File: src/rtl/mips_arb_pkg.sv
// Shared types and constants for the memory-port arbiter.
// The select encoding matches the mux convention: 0 steers requester A, 1 steers requester B.
package mips_arb_pkg;

   typedef enum logic {
      IDLE = 1'b0,
      BUSY = 1'b1
   } arb_state_t;

   localparam logic SEL_A = 1'b0;
   localparam logic SEL_B = 1'b1;

endpackage

File: src/rtl/mips_mem_port_arbiter_mux2.sv
// Plain 2:1 steering mux: sel = 0 passes a, sel = 1 passes b.
module mips_mem_port_arbiter_mux2 #(
   parameter int WIDTH = 32
) (
   input  logic             sel,
   input  logic [WIDTH-1:0] a,
   input  logic [WIDTH-1:0] b,
   output logic [WIDTH-1:0] y
);

   assign y = sel ? b : a;

endmodule

File: src/rtl/mips_mem_port_arbiter.sv
// Two-way round-robin arbiter for the shared memory port (A = fetch, B = LSU).
// Runs one transaction at a time, with a req/ack handshake and a BUSY watchdog.
module mips_mem_port_arbiter
   import mips_arb_pkg::*;
#(
   parameter int WIDTH   = 32,
   parameter int AW      = 32,
   parameter int TIMEOUT = 16
) (
   input  logic             CLK,
   input  logic             RST_n,
   input  logic             REQ_A,
   input  logic [AW-1:0]    ADDR_A,
   input  logic [WIDTH-1:0] WDATA_A,
   input  logic             WE_A,
   input  logic             REQ_B,
   input  logic [AW-1:0]    ADDR_B,
   input  logic [WIDTH-1:0] WDATA_B,
   input  logic             WE_B,
   output logic             DONE_A,
   output logic             DONE_B,
   output logic             ERR,
   output logic [WIDTH-1:0] RDATA,
   output logic             Sel,
   output logic             MEM_REQ,
   output logic [AW-1:0]    MEM_ADDR,
   output logic [WIDTH-1:0] MEM_WDATA,
   output logic             MEM_WE,
   input  logic             MEM_ACK,
   input  logic [WIDTH-1:0] MEM_RDATA
);

   localparam int             CW       = $clog2(TIMEOUT);
   localparam logic [CW-1:0]  CNT_LAST = CW'(TIMEOUT - 1);

   arb_state_t    state;
   logic [CW-1:0] cnt;
   logic          last_grant;
   logic          elig_a, elig_b, win;
   logic          sel_we;

   // A requester is blocked in its own done cycle so the other side gets a turn.
   assign elig_a = REQ_A & ~DONE_A;
   assign elig_b = REQ_B & ~DONE_B;

   always_comb begin
      win = SEL_A;
      if (elig_a && elig_b) win = (last_grant == SEL_A) ? SEL_B : SEL_A;
      else if (elig_b)      win = SEL_B;
   end

   mips_mem_port_arbiter_mux2 #(.WIDTH(AW)) u_addr_mux (
      .sel (Sel),
      .a   (ADDR_A),
      .b   (ADDR_B),
      .y   (MEM_ADDR)
   );

   mips_mem_port_arbiter_mux2 #(.WIDTH(WIDTH + 1)) u_data_mux (
      .sel (Sel),
      .a   ({WE_A, WDATA_A}),
      .b   ({WE_B, WDATA_B}),
      .y   ({sel_we, MEM_WDATA})
   );

   assign MEM_WE = sel_we & MEM_REQ;

   always_ff @(posedge CLK or negedge RST_n) begin
      if (!RST_n) begin
         state      <= IDLE;
         Sel        <= SEL_A;
         MEM_REQ    <= 1'b0;
         DONE_A     <= 1'b0;
         DONE_B     <= 1'b0;
         ERR        <= 1'b0;
         RDATA      <= '0;
         cnt        <= '0;
         last_grant <= SEL_B;
      end else begin
         DONE_A <= 1'b0;
         DONE_B <= 1'b0;
         ERR    <= 1'b0;
         case (state)
            IDLE: begin
               if (elig_a || elig_b) begin
                  Sel     <= win;
                  MEM_REQ <= 1'b1;
                  cnt     <= '0;
                  state   <= BUSY;
               end
            end
            BUSY: begin
               // ACK takes priority over an expiring watchdog in the same cycle.
               if (MEM_ACK || cnt == CNT_LAST) begin
                  DONE_A     <= (Sel == SEL_A);
                  DONE_B     <= (Sel == SEL_B);
                  ERR        <= ~MEM_ACK;
                  if (MEM_ACK) RDATA <= MEM_RDATA;
                  MEM_REQ    <= 1'b0;
                  last_grant <= Sel;
                  state      <= IDLE;
               end else begin
                  cnt <= cnt + 1'b1;
               end
            end
            default: state <= IDLE;
         endcase
      end
   end

endmodule

File: config.mk
export PLATFORM = sky130hd
export DESIGN_NAME = mips_mem_port_arbiter
export DESIGN_NICKNAME = d
export VERILOG_FILES = /design/src/rtl/mips_arb_pkg.sv /design/src/rtl/mips_mem_port_arbiter_mux2.sv /design/src/rtl/mips_mem_port_arbiter.sv
export SDC_FILE = /design/constraint.sdc
export NUM_CORES = 1
export LEC_CHECK = 0
export ABC_AREA = 1
export BUFFER_PORTS_ARGS = -buffer_cell sky130_fd_sc_hd__buf_2
export CELL_PAD_IN_SITES_DETAIL_PLACEMENT = 1
export CELL_PAD_IN_SITES_GLOBAL_PLACEMENT = 1
export CORE_ASPECT_RATIO = 1.4
export CORE_MARGIN = 2
export CORE_UTILIZATION = 23
export CTS_BUF_LIST = sky130_fd_sc_hd__clkbuf_4 sky130_fd_sc_hd__clkbuf_8
export CTS_CLUSTER_DIAMETER = 200
export DETAILED_ROUTE_END_ITERATION = 12
export PLACE_DENSITY_LB_ADDON = 0.1
export RECOVER_POWER = 25
export SYNTH_ARGS = -nofsm -noshare
export SYNTH_HDL_FRONTEND = slang
export SYNTH_SLANG_ARGS = --single-unit
File: constraint.sdc
create_clock -name CLK -period 1.4 [get_ports CLK]
set_input_delay 0 -clock CLK [delete_from_list [all_inputs] [get_ports CLK]]
set_output_delay 0 -clock CLK [all_outputs]
set_load 0.03 [all_outputs]
**Word-level counts from Yosys, hierarchy flattened**

Index checks and enable logic that the tools add are counted.

- Flip-flop bits (word level): 43
- Output and inout port bits: 102
- Word-level logic and storage cells: 50

- Add/sub/neg operators: 1
- Eq/ne operators: 4
- Mux-type cells: 20
- Bitwise logic cells: 8
- Reduce and logical (&&, ||, !) cells: 8

Operators with widths:

| kind | number |
|---|---|
| 33-bit two-way mux | 1 |
| 32-bit two-way mux | 1 |
| 1-bit two-way mux | 13 |
| 4-bit two-way mux | 2 |
| 4-bit case mux with 2 select lines | 1 |
| 2-bit AND reduction | 4 |
| 1-bit inverter | 5 |
| 4-bit by 1-bit adder with 4-bit output (second input constant) | 1 |
| 4-bit equality test (second input constant) | 1 |
| 2-bit inequality test (second input constant) | 2 |
| 1-bit case mux with 2 select lines | 2 |
| 1-bit bitwise AND | 3 |
| 3-bit AND reduction | 1 |
| 1-bit logical OR | 2 |
| 2-bit by 1-bit inequality test with 1-bit output (second input constant) | 1 |
| 1-bit logical AND | 1 |

**Logic depth before layout (Yosys ltp)**

Gate-level depths: netlist of the first run.

- Depth in word-level cells: 5
- Gate-level depth with buffers: 7

**Modules after synthesis**

A second synthesis of the first run with hierarchy kept.

- Cell total of the unflattened synthesis: 410
- Area total of the unflattened synthesis: 2747.6 um2

By module, submodules not included:

| module | times used | cells an instance | area an instance (um2) | seq. area each (um2) |
|---|---|---|---|---|
| mips_mem_port_arbiter | 1 | 199 | 1776.7 | 1077.3 |
| mips_mem_port_arbiter_mux2 at u_addr_mux | 1 | 104 | 491.7 | 0.0 |
| mips_mem_port_arbiter_mux2 at u_data_mux | 1 | 107 | 479.2 | 0.0 |

**Worst setup path after synthesis of the first run**

No wires, ideal clock.

- Kind: register to output
- From: register Sel
- To: output MEM_WE
- Arrival time: 1.365 ns
- Required time: 1.400 ns
- Path slack: 0.035 ns
- Cell stages (with the launch flop): 6
- Path through: dfrtp_1 -> clkbuf_2 -> inv_1 -> buf_2 -> nor2_1 -> nor2_1

- Word-level cells in the longest chain between the ends: 2

RTL lines:

| item | RTL line | text |
|---|---|---|
| from (decl) | mips_mem_port_arbiter.sv:24 | `output logic Sel,` |
| from (signal assigned) | mips_mem_port_arbiter.sv:86 | `Sel <= win;` |
| 33-bit two-way mux | mips_mem_port_arbiter_mux2.sv:11 | `assign y = sel ? b : a;` |
| 1-bit bitwise AND | mips_mem_port_arbiter.sv:66 | `assign MEM_WE = sel_we & MEM_REQ;` |
| to (decl) | mips_mem_port_arbiter.sv:28 | `output logic MEM_WE,` |

Every way passes these cells.

**Worst setup path after layout of the first run**

- From: register Sel
- To: output MEM_WDATA[29]

- Word-level cells in the longest chain between the ends: 1

RTL lines:

| item | RTL line | text |
|---|---|---|
| 33-bit two-way mux | mips_mem_port_arbiter_mux2.sv:11 |  |
| to (decl) | mips_mem_port_arbiter.sv:27 | `output logic [WIDTH-1:0] MEM_WDATA,` |

Every way passes these cells.

==> flow_summary.ini, run 1 <==
[place]
dp_slack_ns = 0.109
place_inst = 737
io_buffers = 268
placed_area_um2 = 4130
place.gp.congestion = 0.751
dp_hpwl_um = 8570

[sta]
slew_headroom_pct = 42.6
drv_slew = 0
setup_viol = 0
setup_ws_ns = 0.00895
hold_viol_final = 0
fmax_ghz = 0.719
finalCriticalPeriod_ns = 1.39
tightest_slew_ns = 0.860
hold-worst-slack_ns = 0.0378
rsz0062_at_grt = true
finalCritPeriodShare_pct = 99.4
skew_ns = 0.00893
fin_setup_tns_ns = 0

[global_route]
grt_use_total_pct = 18.4
use_met2_pct = 36.5
grt_pass1_wl_um = 17600
grtUsageMet1_pct = 18.5
grt_max_degree = 35
grt_pass1_vias = 3451
grt.met3_usage_pct = 4.68
top_usage_layer = met2
antenna_found_initial = 3
gr-total-overflow = 0

[layout]
finalNonFillerCells = 792
area_delta_synth_final_pct = 93.0
finalNetCount = 812
layout_commonest_cell = buf_2
seq_area_um2 = 1080
final_util_pct = 45.1
multi_input_area_um2 = 1410
n_fill_cell = 1401
final_cell_mix = 212 x buf_2, 206 x nand2_1, 41 x dfrtp_1
post_route_cells_drive_above_1_share_pct = 51.8
fin_area_um2 = 5030

[setup_path]
critPathCapture = MEM_WDATA[29]
crit_fanout = 17
cp-end-kind = output pin
r2r_end = last_grant$_DFFE_PN1P_
worstPathArrival_ns = 1.39
worstReg2RegStart = cnt[0]$_DFFE_PN0P_
path_class = register to output pin
cp-startpoint = Sel$_DFFE_PN0P_
r2r_slack_ns = 0.13
required_ns = 1.40
startpoint_type = register
r2r_cells = 6

[job]
cap_violations = 0

[power]
power_leakage_nw = 2.98
finalPower_mw = 11.8
p_per_area_nw_per_um2 = 2340
vdd_ir_drop_max_mv = 1.27

[die]
die_y_um = 130
die_x_um = 94.0
start_util_pct = 23.3
boundaryPins = 269
core_um2 = 11200
rows = 46
die_area_um2 = 12200

[worst_hold_path]
hold_class = input pin to register
hp-start = REQ_A

[yosys]
synth_cell_types = 21
netlist_area_um2 = 2610
ys_warn_count = 0
ys_ff_latch = 43
avgSynthCellArea_um2 = 7.78
syn_nets = 503
synthCells = 335
synth_seq_area_share_pct = 41.3

[routing]
viasPerCell = 4.29
wire_per_inst_um = 15.3
route.detailed.drc = 0
vias = 3395
dr.pass1.iters = 4
drtIter0Drc = 73
detail-route-antenna-nets = 0
routed_wl_um = 12100

[clock_network]
path_clk_slew_ns = 0.08
clk_path_buf_depth = 2
clock-sinks = 43
insertion_delay_ns = 0.30
cts_max_level = 2
cts.root.buffer_cell = clkbuf_8
cts_made_buffers = 5
cts_tree = done

[run_status]
run_status = finished, final reports clean
-- worst min-delay path by stage --
| stage | slack (ns) | end | cells after the start |
|---|---|---|---|
| after floorplan | -0.30 | DONE_A$_DFF_PN0_ | 0 |
| after global placement | -0.06 | MEM_REQ$_DFFE_PN0P_ | 1 |
| after detailed placement | -0.07 | RDATA[26]$_DFFE_PN0P_ | 1 |
| after CTS | 0.03 | Sel$_DFFE_PN0P_ | 4 |
| after global routing | 0.07 | Sel$_DFFE_PN0P_ | 4 |
| final | 0.04 | Sel$_DFFE_PN0P_ | 4 |
-- repair_timing --
action | in CTS | in global routing
hold endpoints to repair | 68 | 0
hold buffers | 35 | 0
pin swaps | 0 | 0
cloned | 3 | 1
gates resized for setup | 75 | 41
buffers inserted | 4 | 2
setup endpoints to repair | 62 | 60
-- critical path: stages (launching register included) --
cell	delay, ns
dfrtp_2	0.45
buf_4	0.17
clkbuf_16	0.18
nand2_1	0.07
nand2_1	0.05
buf_4	0.16
-- state kept, by name, summed over array words and instances (netlist names) --
name        count
RDATA          32
DONE_B          1
DONE_A          1
last_grant      1
cnt             4
ERR             1
MEM_REQ         1
state           1
Sel             1
-- cells in the mapped netlist --
cell type | instances | area [um^2]
nand2_1 | 211 | 792
dfrtp_1 | 42 | 1050
mux2_4 | 30 | 450
nand3_1 | 9 | 45.0
buf_2 | 6 | 30.0
inv_1 | 6 | 22.5
nor2_1 | 6 | 22.5
clkbuf_1 | 5 | 18.8
buf_4 | 3 | 22.5
buf_6 | 3 | 33.8
o21ai_0 | 3 | 15.0
mux2_2 | 2 | 22.5
clkbuf_2 | 1 | 5.00
dfstp_2 | 1 | 26.3
ha_1 | 1 | 12.5
inv_2 | 1 | 3.75
nand2_2 | 1 | 6.26
nand4_1 | 1 | 6.26
nor3_1 | 1 | 5.00
or2_0 | 1 | 6.26
xnor2_1 | 1 | 8.76
-- logic make-up after synthesis --
group,after synthesis,synth area share [%]
xor gates and xnor gates,1,0.336
muxes,32,18.1
buffers and inverters,25,5.23
and+or+nand+nor,230,33.9
AOI/OAI and AO/OA,3,0.576
DFF,43,41.3
adders and majority gates,1,0.480
-- report_power, final --
part | leakage, nW | switching (mW) | total, mW | internal (mW)
clock | 0.0588 | 0.458 | 0.999 | 0.541
sequential | 0.512 | 0.392 | 2.23 | 1.83
combinational | 2.41 | 5.10 | 8.56 | 3.46
-- area by class of cell --
class | count | area share (%)
Clock inverter | 3 | 0.945
Antenna cell | 3 | 0.149
Timing Repair Buffer | 320 | 44.0
Clock buffer | 5 | 1.37
Sequential cell | 43 | 21.4
Tap cell | 144 | 3.58
Multi-Input combinational cell | 267 | 27.9
Inverter | 7 | 0.622
-- layer usage --
metal	part of all wire [%]	up-vias
li1	-	1655
met1	34	1563
met2	56	158
met3	8.3	17
met4	1.7	2
met5	0.13	-
Note: power is estimated with default switching activity, not from simulation.
==> run 2, diff against run 1 <==
SETUP_SLACK_MARGIN = 0.4   (was unset)
==> run 2 against run 1 <==
The run now ends with negative setup slack left. Critical path depth stayed put. Die area did not move. Power is 13% higher. Sequential share of layout area is 3.2 points lower. Utilization up 8.0 points. First-iteration DRC count increased by 12%. Sequential power increased by 4%. Largest cell class unchanged. Highest routed layer is now met4.
==> flow_summary.ini, run 2 (synthesis results as in run 1) <==
[die]
rows = 46
core_um2 = 11200
boundaryPins = 269
start_util_pct = 23.3
die_x_um = 94.0
die_area_um2 = 12200
die_y_um = 130

[setup_path]
required_ns = 1.40
cp-end-kind = output pin
path_class = register to output pin
startpoint_type = register
crit_fanout = 22
worstPathArrival_ns = 1.40

[routing]
route.detailed.drc = 0
viasPerCell = 4.36
routed_wl_um = 12300
wire_per_inst_um = 15.4
dr.pass1.iters = 4
detail-route-antenna-nets = 0
drtIter0Drc = 82
vias = 3476

[sta]
skew_ns = 0.00877
finalCritPeriodShare_pct = 100
drv_slew = 0
fmax_ghz = 0.714
hold_viol_final = 0
finalCriticalPeriod_ns = 1.40
setup_viol = 1
slew_headroom_pct = 60.7
rsz0062_at_grt = true
setup_ws_ns = -0.000945
tightest_slew_ns = 0.589

[place]
dp_slack_ns = 0.154
place_inst = 738
dp_hpwl_um = 9040
place.gp.congestion = 0.778
io_buffers = 268
placed_area_um2 = 4740

[global_route]
grt_pass1_vias = 3506
grt_pass1_wl_um = 17500
grt_max_degree = 36
grt_use_total_pct = 18.1
antenna_found_initial = 1
gr-total-overflow = 0

[worst_hold_path]
hold_class = input pin to register

[power]
p_per_area_nw_per_um2 = 2260
vdd_ir_drop_max_mv = 1.19
power_leakage_nw = 3.25
finalPower_mw = 13.4

[clock_network]
cts_tree = done
clk_path_buf_depth = 2
cts.root.buffer_cell = clkbuf_8
clock-sinks = 43
cts_made_buffers = 5
cts_max_level = 2
insertion_delay_ns = 0.31
path_clk_slew_ns = 0.08

[job]
cap_violations = 0

[layout]
finalNetCount = 819
layout_commonest_cell = buf_2
finalNonFillerCells = 798
n_fill_cell = 1291
fin_area_um2 = 5930
largest_register_ffs = 32
multi_input_area_um2 = 2170
final_cell_mix = 201 x buf_2, 101 x nand2_1, 81 x nand2_4
seq_area_um2 = 1080
regMostFlops = RDATA
largestRegisters = RDATA x32, cnt x4
post_route_cells_drive_above_1_share_pct = 70.7
area_delta_synth_final_pct = 127

[run_status]
violations = negative setup slack
run_status = finished with violations
run 2: metrics by stage:
| stage | setup TNS (ns) | hold WS [ns] | utilization [%] |
|---|---|---|---|
| after floorplan | 0 | -0.296 | - |
| after global placement | 0 | -0.0106 | 42.5 |
| after detailed placement | 0 | 0.00224 | 42.5 |
| after CTS | -0.0103 | 0.0150 | 50.8 |
| after global routing | -1.29 | 0.0457 | 53.0 |
| final | -0.000945 | 0.0154 | 53.1 |
run 2: metal layers:
metal | routed length, um | vias to the layer above | part of all wire, % | GRT usage [%]
met4 | 258 | 0 | 2.1 | 6.05
met2 | 6630 | 164 | 54 | 34.0
met1 | 4380 | 1622 | 36 | 19.5
met5 | 0 | - | 0 | 0
li1 | - | 1672 | - | -
met3 | 1030 | 18 | 8.4 | 4.56
run 2: critical path, stage by stage, from the launching register on:
cell and delay, ns:
dfrtp_2 0.48, inv_8 0.12, buf_12 0.17, nand2_1 0.10, nand2_4 0.07, buf_4 0.15
run 2: cell type report:
type	count	area share, %
antenna	2	0.0845
clock buffer	7	1.41
clock inverter	1	0.507
inverter	7	0.612
multi-input combinational	268	36.7
sequential	43	18.3
tap	144	3.04
timing repair buffer	326	39.4
run 2: final timing paths:
check / startpoint / endpoint / slack, ns / cells after the start
worst min-delay path: REQ_A / Sel$_DFFE_PN0P_ / 0.02 / 4
min in group asynchronous: RST_n / RDATA[29]$_DFFE_PN0P_ / 0.21 / 2
max in group asynchronous: RST_n / RDATA[2]$_DFFE_PN0P_ / 0.22 / 3
worst max register to register: state$_DFF_PN0_ / RDATA[11]$_DFFE_PN0P_ / 0.17 / 3
worst max-delay path: Sel$_DFFE_PN0P_ / MEM_ADDR[4] / -0.0009 / 5
worst min register to register: last_grant$_DFFE_PN1P_ / last_grant$_DFFE_PN1P_ / 0.48 / 2
run 2: where the power goes:
| part | switching, mW | internal, mW |
|---|---|---|
| Clock | 0.433 | 0.573 |
| Combinational | 5.89 | 4.17 |
| Sequential | 0.468 | 1.84 |
run 2: repair_timing:
item | in CTS | in global routing
setup endpoints to repair | 108 | 109
buffers inserted | 3 | 9
gates cloned | 0 | 3
resized for setup | 142 | 37
hold endpoints to repair | 53 | 0
hold buffers | 35 | 0
pin swaps | 18 | 15
==> run 3, diff against run 2 <==
CORE_ASPECT_RATIO = 1.1   (was 1.4)
==> run 3 against run 2 <==
The run still ends with negative setup slack left. Sequential power hardly changed. Clock skew down 0.0021 ns. Via count grew 2.5%. Power up 7.0%. Die area about the same. Largest cell class unchanged. Critical endpoint is now MEM_WE.
==> flow_summary.ini, run 3 (synthesis results as in run 1) <==
[run_status]
run_status = finished with violations
violations = negative setup slack

[sta]
rsz0062_at_grt = true
skew_ns = 0.00668
hold-worst-slack_ns = 0.0141
tightest_slew_ns = 0.947
setup_ws_ns = -0.00480
finalCriticalPeriod_ns = 1.40
fmax_ghz = 0.712
hold_viol_final = 0
setup_viol = 3
slew_headroom_pct = 36.9
finalCritPeriodShare_pct = 100
drv_slew = 0

[power]
p_per_area_nw_per_um2 = 2300
swShare_pct = 51.4
p_clk_share_pct = 5.8
intPower_mw = 6.95
finalPower_mw = 14.3
seq_power_share_pct = 16.1
p_sw_mw = 7.35
power_leakage_nw = 3.36
pwr-share-comb_pct = 78.2
vdd_ir_drop_max_mv = 1.10

[clock_network]
cts_tree = done
clock-sinks = 43
cts_max_level = 2
cts.root.buffer_cell = clkbuf_8
cts_made_buffers = 5
path_clk_slew_ns = 0.09
clk_path_buf_depth = 2
insertion_delay_ns = 0.30

[routing]
dr.pass1.iters = 4
viasPerCell = 4.38
drtIter0Drc = 104
wire_per_inst_um = 18.1
vias = 3563
detail-route-antenna-nets = 0
routed_wl_um = 14700
route.detailed.drc = 0

[global_route]
gr-total-overflow = 0
grt_use_total_pct = 20.2
antenna_found_initial = 1
grt_pass1_wl_um = 19500
grt_max_degree = 44
grt_pass1_vias = 3621

[worst_hold_path]
hold_class = input pin to register

[place]
place_inst = 739
place.gp.congestion = 0.777
placed_area_um2 = 4720
dp_hpwl_um = 9040
io_buffers = 268

[layout]
finalNetCount = 831
n_fill_cell = 1279
final_cell_mix = 203 x buf_2, 83 x nand2_4, 75 x nand2_1
regMostFlops = RDATA
fin_area_um2 = 6220
layout_commonest_cell = buf_2
area_delta_synth_final_pct = 139
finalNonFillerCells = 813
post_route_cells_drive_above_1_share_pct = 75.6
largestRegisters = RDATA x32, cnt x4
largest_register_ffs = 32

[setup_path]
required_ns = 1.40
startpoint_type = register
worst_path_most_repeated_cell = buf_4
slowest_stage = dfrtp_2
worstPathArrival_ns = 1.40
slowest_delay_ns = 0.45
path_class = register to output pin
path_cells = buf_4 -> buf_12 -> o21ai_4 -> nor2_4 -> buf_4
crit_fanout = 15
cp-end-kind = output pin

[die]
die_y_um = 116
die_x_um = 105
die_area_um2 = 12200
boundaryPins = 269
rows = 40
start_util_pct = 23.8
core_um2 = 11000

[job]
cap_violations = 0
==> run 3: cell types whose count changed in the layout (fill, tap and decap cells not counted), moves of 3 or more <==
cell / before / now
buf_16: 0 / 3
buf_6: 46 / 32
clkbuf_16: 2 / 6
nand2_1: 101 / 75
nand2_2: 29 / 52
buf_4: 31 / 48
==> run 3: metrics by stage <==
| stage | setup slack [ns] | utilization (%) | TNS [ns] |
|---|---|---|---|
| global placement | 0.207 | 43.0 | 0 |
| floorplan | 0.282 | - | 0 |
| CTS | -0.0324 | 50.8 | -0.593 |
| global route | -0.0696 | 56.7 | -1.88 |
| detailed placement | 0.201 | 43.0 | 0 |
| finish | -0.00480 | 56.8 | -0.0109 |
==> run 3: final timing paths <==
kind | depth (start not counted) | from | slack, ns | end
worst max register to register | 4 | state$_DFF_PN0_ | 0.14 | RDATA[9]$_DFFE_PN0P_
max in group asynchronous | 3 | RST_n | 0.28 | Sel$_DFFE_PN0P_
worst min-delay path | 3 | REQ_B | 0.01 | Sel$_DFFE_PN0P_
worst max-delay path | 5 | Sel$_DFFE_PN0P_ | -0.005 | MEM_WE
min in group asynchronous | 3 | RST_n | 0.46 | RDATA[2]$_DFFE_PN0P_
worst min register to register | 2 | last_grant$_DFFE_PN1P_ | 0.49 | last_grant$_DFFE_PN1P_
==> run 3: final cells by class <==
type	count	area (um^2)	area share [%]
Inverter	7	38.8	0.623
Clock inverter	3	20.0	0.322
Antenna cell	2	5.00	0.0804
Clock buffer	5	68.8	1.11
Tap cell	147	184	2.96
Sequential cell	43	1080	17.4
Multi-Input combinational cell	267	2280	36.6
Timing Repair Buffer	339	2550	40.9
==> run 3: worst max-delay path: cells and delay by family (launching register included) <==
family / cells / cell delay [ns]
simple gates: 1 / 0.05
buf+inv: 3 / 0.48
flops: 1 / 0.45
compound gates: 1 / 0.14
==> run 3: power by group through the flow <==
stage                     sequential (mW)  combinational [mW]  clock [mW]
final                                2.30                11.2       0.824
after global routing                 2.36                11.7       0.897
after CTS                            2.25                9.49       0.825
after detailed placement             2.24                8.38           0
after global placement               2.23                8.26           0
after floorplan                      3.23                5.30           0
==> run 3: what timing repair did <==
| item | CTS | global route |
|---|---|---|
| resized for setup | 98 | 108 |
| hold buffers | 34 | 0 |
| cloned | 3 | 10 |
| endpoints found under the setup margin | 108 | 109 |
| pin swaps | 3 | 5 |
| setup buffers | 7 | 10 |
| endpoints found under the hold margin | 76 | 0 |
==> run 3: per-layer routing <==
metal / wire length, um / global-route usage [%] / vias to the layer above
met1: 5290 / 22.1 / 1702
met3: 879 / 4.72 / 12
met5: 0 / 0 / -
li1: - / - / 1699
met4: 129 / 4.30 / 0
met2: 8420 / 39.9 / 150
